--- src/rtl/pc_sequencer.sv ---
// pc_sequencer: PC register, PC+STEP adder and next-PC select with req/ack fetch.
// Ports: Clk/Rst_n, Stall/Halt, Jump/JumpTgt, Branch/BranchTgt, ImemAck -> PC, PCPlus4, FetchReq, Halted, Wrapped.
module pc_sequencer #(
  parameter int              PC_W     = 8,
  parameter int              JT_W     = 6,
  parameter logic [PC_W-1:0] RESET_PC = 8'h00,
  parameter int              STEP     = 4
) (
  input  logic            Clk,
  input  logic            Rst_n,
  input  logic            Stall,
  input  logic            Halt,
  input  logic            Jump,
  input  logic [JT_W-1:0] JumpTgt,
  input  logic            Branch,
  input  logic [PC_W-1:0] BranchTgt,
  input  logic            ImemAck,
  output logic [PC_W-1:0] PC,
  output logic [PC_W-1:0] PCPlus4,
  output logic            FetchReq,
  output logic            Halted,
  output logic            Wrapped
);

  localparam logic [PC_W-1:0] STEP_V = PC_W'(STEP);

  typedef enum logic [1:0] {
    S_IDLE,
    S_FETCH,
    S_HALT
  } state_e;

  state_e          state_q, state_d;
  logic [PC_W-1:0] pc_q, pc_d;
  logic            fetch_req_q, fetch_req_d;
  logic            halted_q, halted_d;
  logic            wrapped_q, wrapped_d;
  logic            pend_v_q, pend_v_d;
  logic [PC_W-1:0] pend_addr_q, pend_addr_d;

  logic [PC_W-1:0] pc_plus4;
  logic [PC_W-1:0] jump_addr;
  logic [PC_W-1:0] br_addr;
  logic [PC_W-1:0] redir_addr;
  logic            redir;
  logic            advance;
  logic            unused_br_lsb;

  assign unused_br_lsb = ^BranchTgt[1:0];

  assign pc_plus4   = pc_q + STEP_V;
  assign jump_addr  = {pc_plus4[PC_W-1:JT_W], JumpTgt};
  assign br_addr    = {BranchTgt[PC_W-1:2], 2'b00};
  // jump beats branch, both when taken and when buffered
  assign redir      = Jump | Branch;
  assign redir_addr = Jump ? jump_addr : br_addr;
  assign advance    = (state_q == S_FETCH) & ~Halt
                    & ImemAck & ~Stall;

  always_comb begin
    state_d     = state_q;
    pc_d        = pc_q;
    fetch_req_d = fetch_req_q;
    halted_d    = halted_q;
    wrapped_d   = 1'b0;
    pend_v_d    = pend_v_q;
    pend_addr_d = pend_addr_q;
    unique case (state_q)
      S_IDLE: begin
        state_d     = S_FETCH;
        fetch_req_d = 1'b1;
      end
      S_FETCH: begin
        fetch_req_d = 1'b1;
        if (Halt) begin
          state_d     = S_HALT;
          fetch_req_d = 1'b0;
          halted_d    = 1'b1;
        end else if (advance) begin
          // any taken redirect supersedes a buffered one
          pend_v_d = 1'b0;
          if (Jump) begin
            pc_d = jump_addr;
          end else if (Branch) begin
            pc_d = br_addr;
          end else if (pend_v_q) begin
            pc_d = pend_addr_q;
          end else begin
            pc_d      = pc_plus4;
            wrapped_d = (pc_plus4 < pc_q);
          end
        end else if (redir) begin
          pend_v_d    = 1'b1;
          pend_addr_d = redir_addr;
        end
      end
      S_HALT: begin
        fetch_req_d = 1'b0;
        halted_d    = 1'b1;
      end
      default: begin
        state_d     = S_IDLE;
        fetch_req_d = 1'b0;
      end
    endcase
  end

  always_ff @(posedge Clk) begin
    if (!Rst_n) begin
      state_q     <= S_IDLE;
      pc_q        <= RESET_PC;
      fetch_req_q <= 1'b0;
      halted_q    <= 1'b0;
      wrapped_q   <= 1'b0;
      pend_v_q    <= 1'b0;
      pend_addr_q <= '0;
    end else begin
      state_q     <= state_d;
      pc_q        <= pc_d;
      fetch_req_q <= fetch_req_d;
      halted_q    <= halted_d;
      wrapped_q   <= wrapped_d;
      pend_v_q    <= pend_v_d;
      pend_addr_q <= pend_addr_d;
    end
  end

  assign PC       = pc_q;
  assign PCPlus4  = pc_plus4;
  assign FetchReq = fetch_req_q;
  assign Halted   = halted_q;
  assign Wrapped  = wrapped_q;

endmodule

--- config.mk ---
export PLATFORM = sky130hd
export DESIGN_NAME = pc_sequencer
export DESIGN_NICKNAME = d
export VERILOG_FILES = /design/src/rtl/pc_sequencer.sv
export SDC_FILE = /design/constraint.sdc
export NUM_CORES = 1
export LEC_CHECK = 0
export ABC_AREA = 1
export BUFFER_PORTS_ARGS = -buffer_cell sky130_fd_sc_hd__buf_2
export CORE_MARGIN = 2
export CORE_UTILIZATION = 50
export CTS_CLUSTER_SIZE = 30
export DETAILED_ROUTE_END_ITERATION = 8
export PLACE_DENSITY = 0.81
export SYNTH_ARGS = -nofsm -noshare
export SYNTH_HDL_FRONTEND = slang
export SYNTH_SLANG_ARGS = --single-unit
--- constraint.sdc ---
create_clock -name Clk -period 1.8 [get_ports Clk]
set_input_delay 0.36 -clock Clk [delete_from_list [all_inputs] [get_ports Clk]]
set_output_delay 0.36 -clock Clk [all_outputs]
set_load 0.01 [all_outputs]
## Yosys cells after proc, flatten, opt, wreduce, memory -nomap -nowiden

Cells that the tools add are included.

| word-level totals | value |
|---|---|
| register bits | 22 |
| latch bits | 0 |
| memory bits (writable) | 0 |
| bits in read-only memories | 0 |
| bits of input ports | 21 |
| logic and storage cells | 43 |
| memories | 0 |

| cells by class | value |
|---|---|
| $add $sub $neg | 1 |
| $mul | 0 |
| div/mod/pow operators | 0 |
| order comparisons | 1 |
| eq/ne operators | 3 |
| shift-type cells | 0 |
| multiplexer cells | 12 |
| bitwise gates (word level) | 10 |
| reductions and logical operators | 9 |

Operators by type and width:

| kind | count |
|---|---|
| 2-to-1 mux 8 bit | 4 |
| adder 8 x 3 -> 8 bit, second input constant | 1 |
| less-than comparator 8 bit | 1 |
| OR reduction 7 bit | 1 |
| NOT 1 bit | 6 |
| case mux 2 bit (3 select lines) | 1 |
| AND reduction 3 bit | 2 |
| 2-to-1 mux 1 bit | 4 |
| case mux 1 bit (2 select lines) | 2 |
| AND reduction 2 bit | 2 |
| AND reduction 4 bit | 1 |
| nonzero test 2 bit | 2 |
| bitwise AND 1 bit | 3 |
| == test 2 x 1 -> 1 bit, second input constant | 1 |
| == test 2 bit, second input constant | 1 |
| zero test 2 bit | 1 |
| 2-to-1 mux 2 bit | 1 |
| != test 2 bit, second input constant | 1 |
| OR 1 bit | 1 |

## Longest topological paths before layout

| depth | value |
|---|---|
| word-level depth | 6 |
| mapped depth | 9 |
| mapped depth without buffers | 9 |

## Worst setup path after synthesis

Ideal clock, no wire load.

| timing path | value |
|---|---|
| path kind | flip-flop to output port |
| start point | reg pc_q[2], in the netlist PC[2] |
| end point | out PCPlus4[6] |
| arrival time | 1,185 ps |
| path slack | 255 ps |
| stages on the path, launching flop included | 6 |
| path buffers | 0 |
| cells stage by stage | dfxtp_1 -> ha_1 -> inv_1 -> nor3_1 -> ha_1 -> inv_1 |

| between the ends | value |
|---|---|
| longest elaborated chain between the ends | 1 |

RTL lines:

| element | RTL line | text |
|---|---|---|
| from (decl) | 34 | `logic [PC_W-1:0] pc_q, pc_d;` |
| from (signal assigned) | 119 | `pc_q <= pc_d;` |
| adder 8 x 3 -> 8 bit | 51 | `assign pc_plus4 = pc_q + STEP_V;` |
| to (decl) | 19 | `output logic [PC_W-1:0] PCPlus4,` |

Every way passes these cells.

## Worst setup path after layout

| timing path | value |
|---|---|
| start point | reg pc_q[4], in the netlist PC[4] |
| end point | out PCPlus4[6] |

Same word-level chain as after synthesis.

==> out/results.txt <==
The flow ran to the end, and the final reports show no timing, DRC or antenna violations. In this run the worst path has a maximum fanout of 5. The number of vias per cell is 4.962, and the number of antenna violations at the first check in global routing is 0. The number of failing hold endpoints at the final stage is 0, and the final routed wire length divided by cell count is 10.92 um. Summed over all cells, the static leakage comes to 0.0008091 uW. The final routed DRC violation total came out at 0. The cell sitting at the root of the clock tree is a sky130_fd_sc_hd__clkbuf_4. The kind of critical path is reg -> out. Summing all multi-input logic gate instances after layout gives 681.9 um^2. The cell area that synthesis handed to floorplanning was 1245 um^2.

At the end of the flow, the number of nets in the layout was 258. The HPWL after detailed placement is 2.071 mm. The wire length of the first global-routing pass was 4.761 mm; the post-layout worst setup margin was 14.72 ps.

The final setup violation count is 0, and the post-route fraction of the period consumed by the critical path is 99.18%. In this run the remaining antenna-violating nets after routing total 0. The logs give 1 for the H-tree depth and 26 for the count of different cell masters after synthesis. Sequential elements use 35.38% of the synthesized area. The run gives 0 ps as the final sum of negative setup slack.

For the worst-case setup slack after placement, the log shows 115.1 ps. For the worst setup path, the data arrival time is 1430 ps. For this design the ratio of total power to cell area is 633.0 nW/um^2.

For the gate count of the mapped netlist, the log shows 190. Counting flops and latches in the post-synthesis netlist gives 22. For the worst relative slew slack, the log shows 79.67%. The maximum VDD drop came out at 0.5696 mV. For this run, the top clock speed supported by timing is 0.5601 GHz. The logs give 2 for the maximum clock path buffer count and 1440 ps for the required time of the worst setup path. Kind of start point of the critical path: a flip-flop. After clock tree synthesis, the clock-pin slew on the worst setup and hold paths is 130 ps. Once the floorplan was initialized, standard cells occupied 51.66% of the core. TritonCTS built the clock tree. Routability-driven placement finished with a final weighted congestion of 0.7837. From bottom edge to top edge, the die measures 53.90 um. The number of max-cap violations is 0, and the worst-case clock skew is 6.656 ps. The filler cells instantiated in the layout total 231. Counting every sink on the clock net gives 22. From synthesis to final layout, the design area changed by 25.13%.

A synthesized cell averages 6.552 um^2. The max-slew violation count came out at 0. The actual transition at the worst max-transition pin is 304.6 ps. The number of buffers created by CTS was 3; the final wirelength was 2.873 mm. The core region is 2410 um^2.

The total routing usage reported by global routing was 22.58%; the number of warnings issued by yosys was 0. STA classifies the critical path endpoint as an output port. Via count of the first global-routing pass: 1,134.

The antenna diode instance count was 0; the maximum number of pins on one net before global-route repair was 18. The first detailed-routing pass ran for 4 iterations. The library cells used most frequently in the layout, excluding fill and tap cells, are sky130_fd_sc_hd__nand2_1, sky130_fd_sc_hd__buf_2, sky130_fd_sc_hd__nor2_1.

Synthesis produced a netlist with a net count of 214. The count of input and output buffers works out to 37. The number of rows in the core area was 18; the share of final-layout standard cells stronger than drive strength 1 was 28.76%. The area of the die is 2905 um^2. Registers take 447.9 um^2. Path type of the worst min-delay path: in -> reg. The detailed router placed 1,305 vias in this run.

Pin placement for this block handled 40 I/O pins. For the starting DRC count in detailed routing, the log shows 30. The routed design could run at a clock period as short as 1785 ps.

Setup repair after global routing could not meet its margin everywhere. The die width is 53.90 um. The later-pin clock latency in the skew report came out at 310 ps. Summed over all layers, the global routing overflow is 0. The library cell used most frequently in the layout, excluding fill and tap cells, is sky130_fd_sc_hd__nand2_1.
[cells by family after synthesis]
logic type	share of synthesized area (%)
and+or+nand+nor	30.05
DFF	35.38
AOI/OAI and AO/OA	20.10
adders and majority gates	3.015
buffers and inverters	11.46
[cells in the mapped netlist]
library cell / n / share of area [%]
sky130_fd_sc_hd__nor2_4: 1 / 0.90
sky130_fd_sc_hd__a21oi_2: 1 / 0.70
sky130_fd_sc_hd__nand2_4: 1 / 0.90
sky130_fd_sc_hd__inv_2: 1 / 0.30
sky130_fd_sc_hd__a31oi_1: 2 / 1.0
sky130_fd_sc_hd__clkinv_4: 1 / 0.70
sky130_fd_sc_hd__a21oi_1: 16 / 6.4
sky130_fd_sc_hd__nand2_1: 41 / 12
sky130_fd_sc_hd__ha_1: 3 / 3.0
sky130_fd_sc_hd__dfxtp_1: 22 / 35
sky130_fd_sc_hd__buf_2: 2 / 0.80
sky130_fd_sc_hd__nand4_2: 1 / 1.0
sky130_fd_sc_hd__clkbuf_1: 1 / 0.30
sky130_fd_sc_hd__nor3_1: 1 / 0.40
sky130_fd_sc_hd__o211ai_1: 2 / 1.2
sky130_fd_sc_hd__nand4_1: 1 / 0.50
sky130_fd_sc_hd__nor2_1: 28 / 8.4
sky130_fd_sc_hd__buf_4: 3 / 1.8
sky130_fd_sc_hd__a21oi_4: 1 / 1.3
sky130_fd_sc_hd__clkinv_1: 1 / 0.30
sky130_fd_sc_hd__nand2_2: 1 / 0.50
sky130_fd_sc_hd__o21ai_0: 22 / 8.8
sky130_fd_sc_hd__nor2_2: 2 / 1.0
sky130_fd_sc_hd__inv_1: 24 / 7.2
sky130_fd_sc_hd__nand3_1: 10 / 4.0
sky130_fd_sc_hd__o21bai_1: 1 / 0.60
[registers in the layout, summed over array words and instances, names as in the netlist]
signal	cells
Halted	1
pend_v_q	1
state_q	2
pend_addr_q	8
FetchReq	1
Wrapped	1
PC	8
[area by class of cell]
cell class	instances	area share, %
multi-input cells	135	43.78
flip-flops and latches	22	28.76
repair buffers	45	15.74
inverters	27	6.988
well taps	30	2.410
clock buffers	4	2.329
[final timing paths]
kind | start | to | slack [ps] | depth (start not counted)
max | PC[4] | PCPlus4[6] | 10 | 5
min | JumpTgt[0] | pend_addr_q[0] | 310 | 3
max reg2reg | PC[4] | PC[6] | 150 | 8
min reg2reg | Halted | Halted | 480 | 2
[worst max-delay path, stage by stage, from the launching register on]
cell,delay (ps)
sky130_fd_sc_hd__dfxtp_4,390
sky130_fd_sc_hd__inv_1,90
sky130_fd_sc_hd__nor3_2,180
sky130_fd_sc_hd__ha_1,260
sky130_fd_sc_hd__inv_1,70
sky130_fd_sc_hd__buf_2,120
[per-stage QoR]
step	hold slack, ps	total power (uW)	instances	instance area [um^2]	util, %
2_1_floorplan	441.4	650.7	190	1245	-
3_3_place_gp	430.1	708.1	254	1454	60.33
3_5_place_dp	445.4	711.3	254	1454	60.33
4_1_cts	316.6	983.1	260	1529	63.45
5_1_grt	311.3	1043	263	1558	64.64
6_report	311.7	986.1	263	1558	64.64
[power breakdown]
| group | total, uW | internal (uW) | switching, uW | leakage, uW |
|---|---|---|---|---|
| Sequential | 528 | 511 | 17.2 | 0.000182 |
| Combinational | 180 | 71.8 | 108 | 0.000606 |
| Clock | 279 | 124 | 155 | 0.0000210 |
[routing by layer]
metal  global-route usage (%)  up-vias  part of all wire [%]
met1                    30.17      558                    46
met4                    7.692        0                   1.3
li1                         -      695                     -
met5                        0        -                     0
met2                    36.99       47                    45
met3                    3.333        5                   7.4
[what timing repair did]
item / CTS / global route
buffers inserted: 2 / 3
hold buffers: 0 / 0
pin swaps: 1 / 0
gates resized for setup: 8 / 5
setup endpoints to repair: 1 / 3
Power figures use the tool's default switching activity.
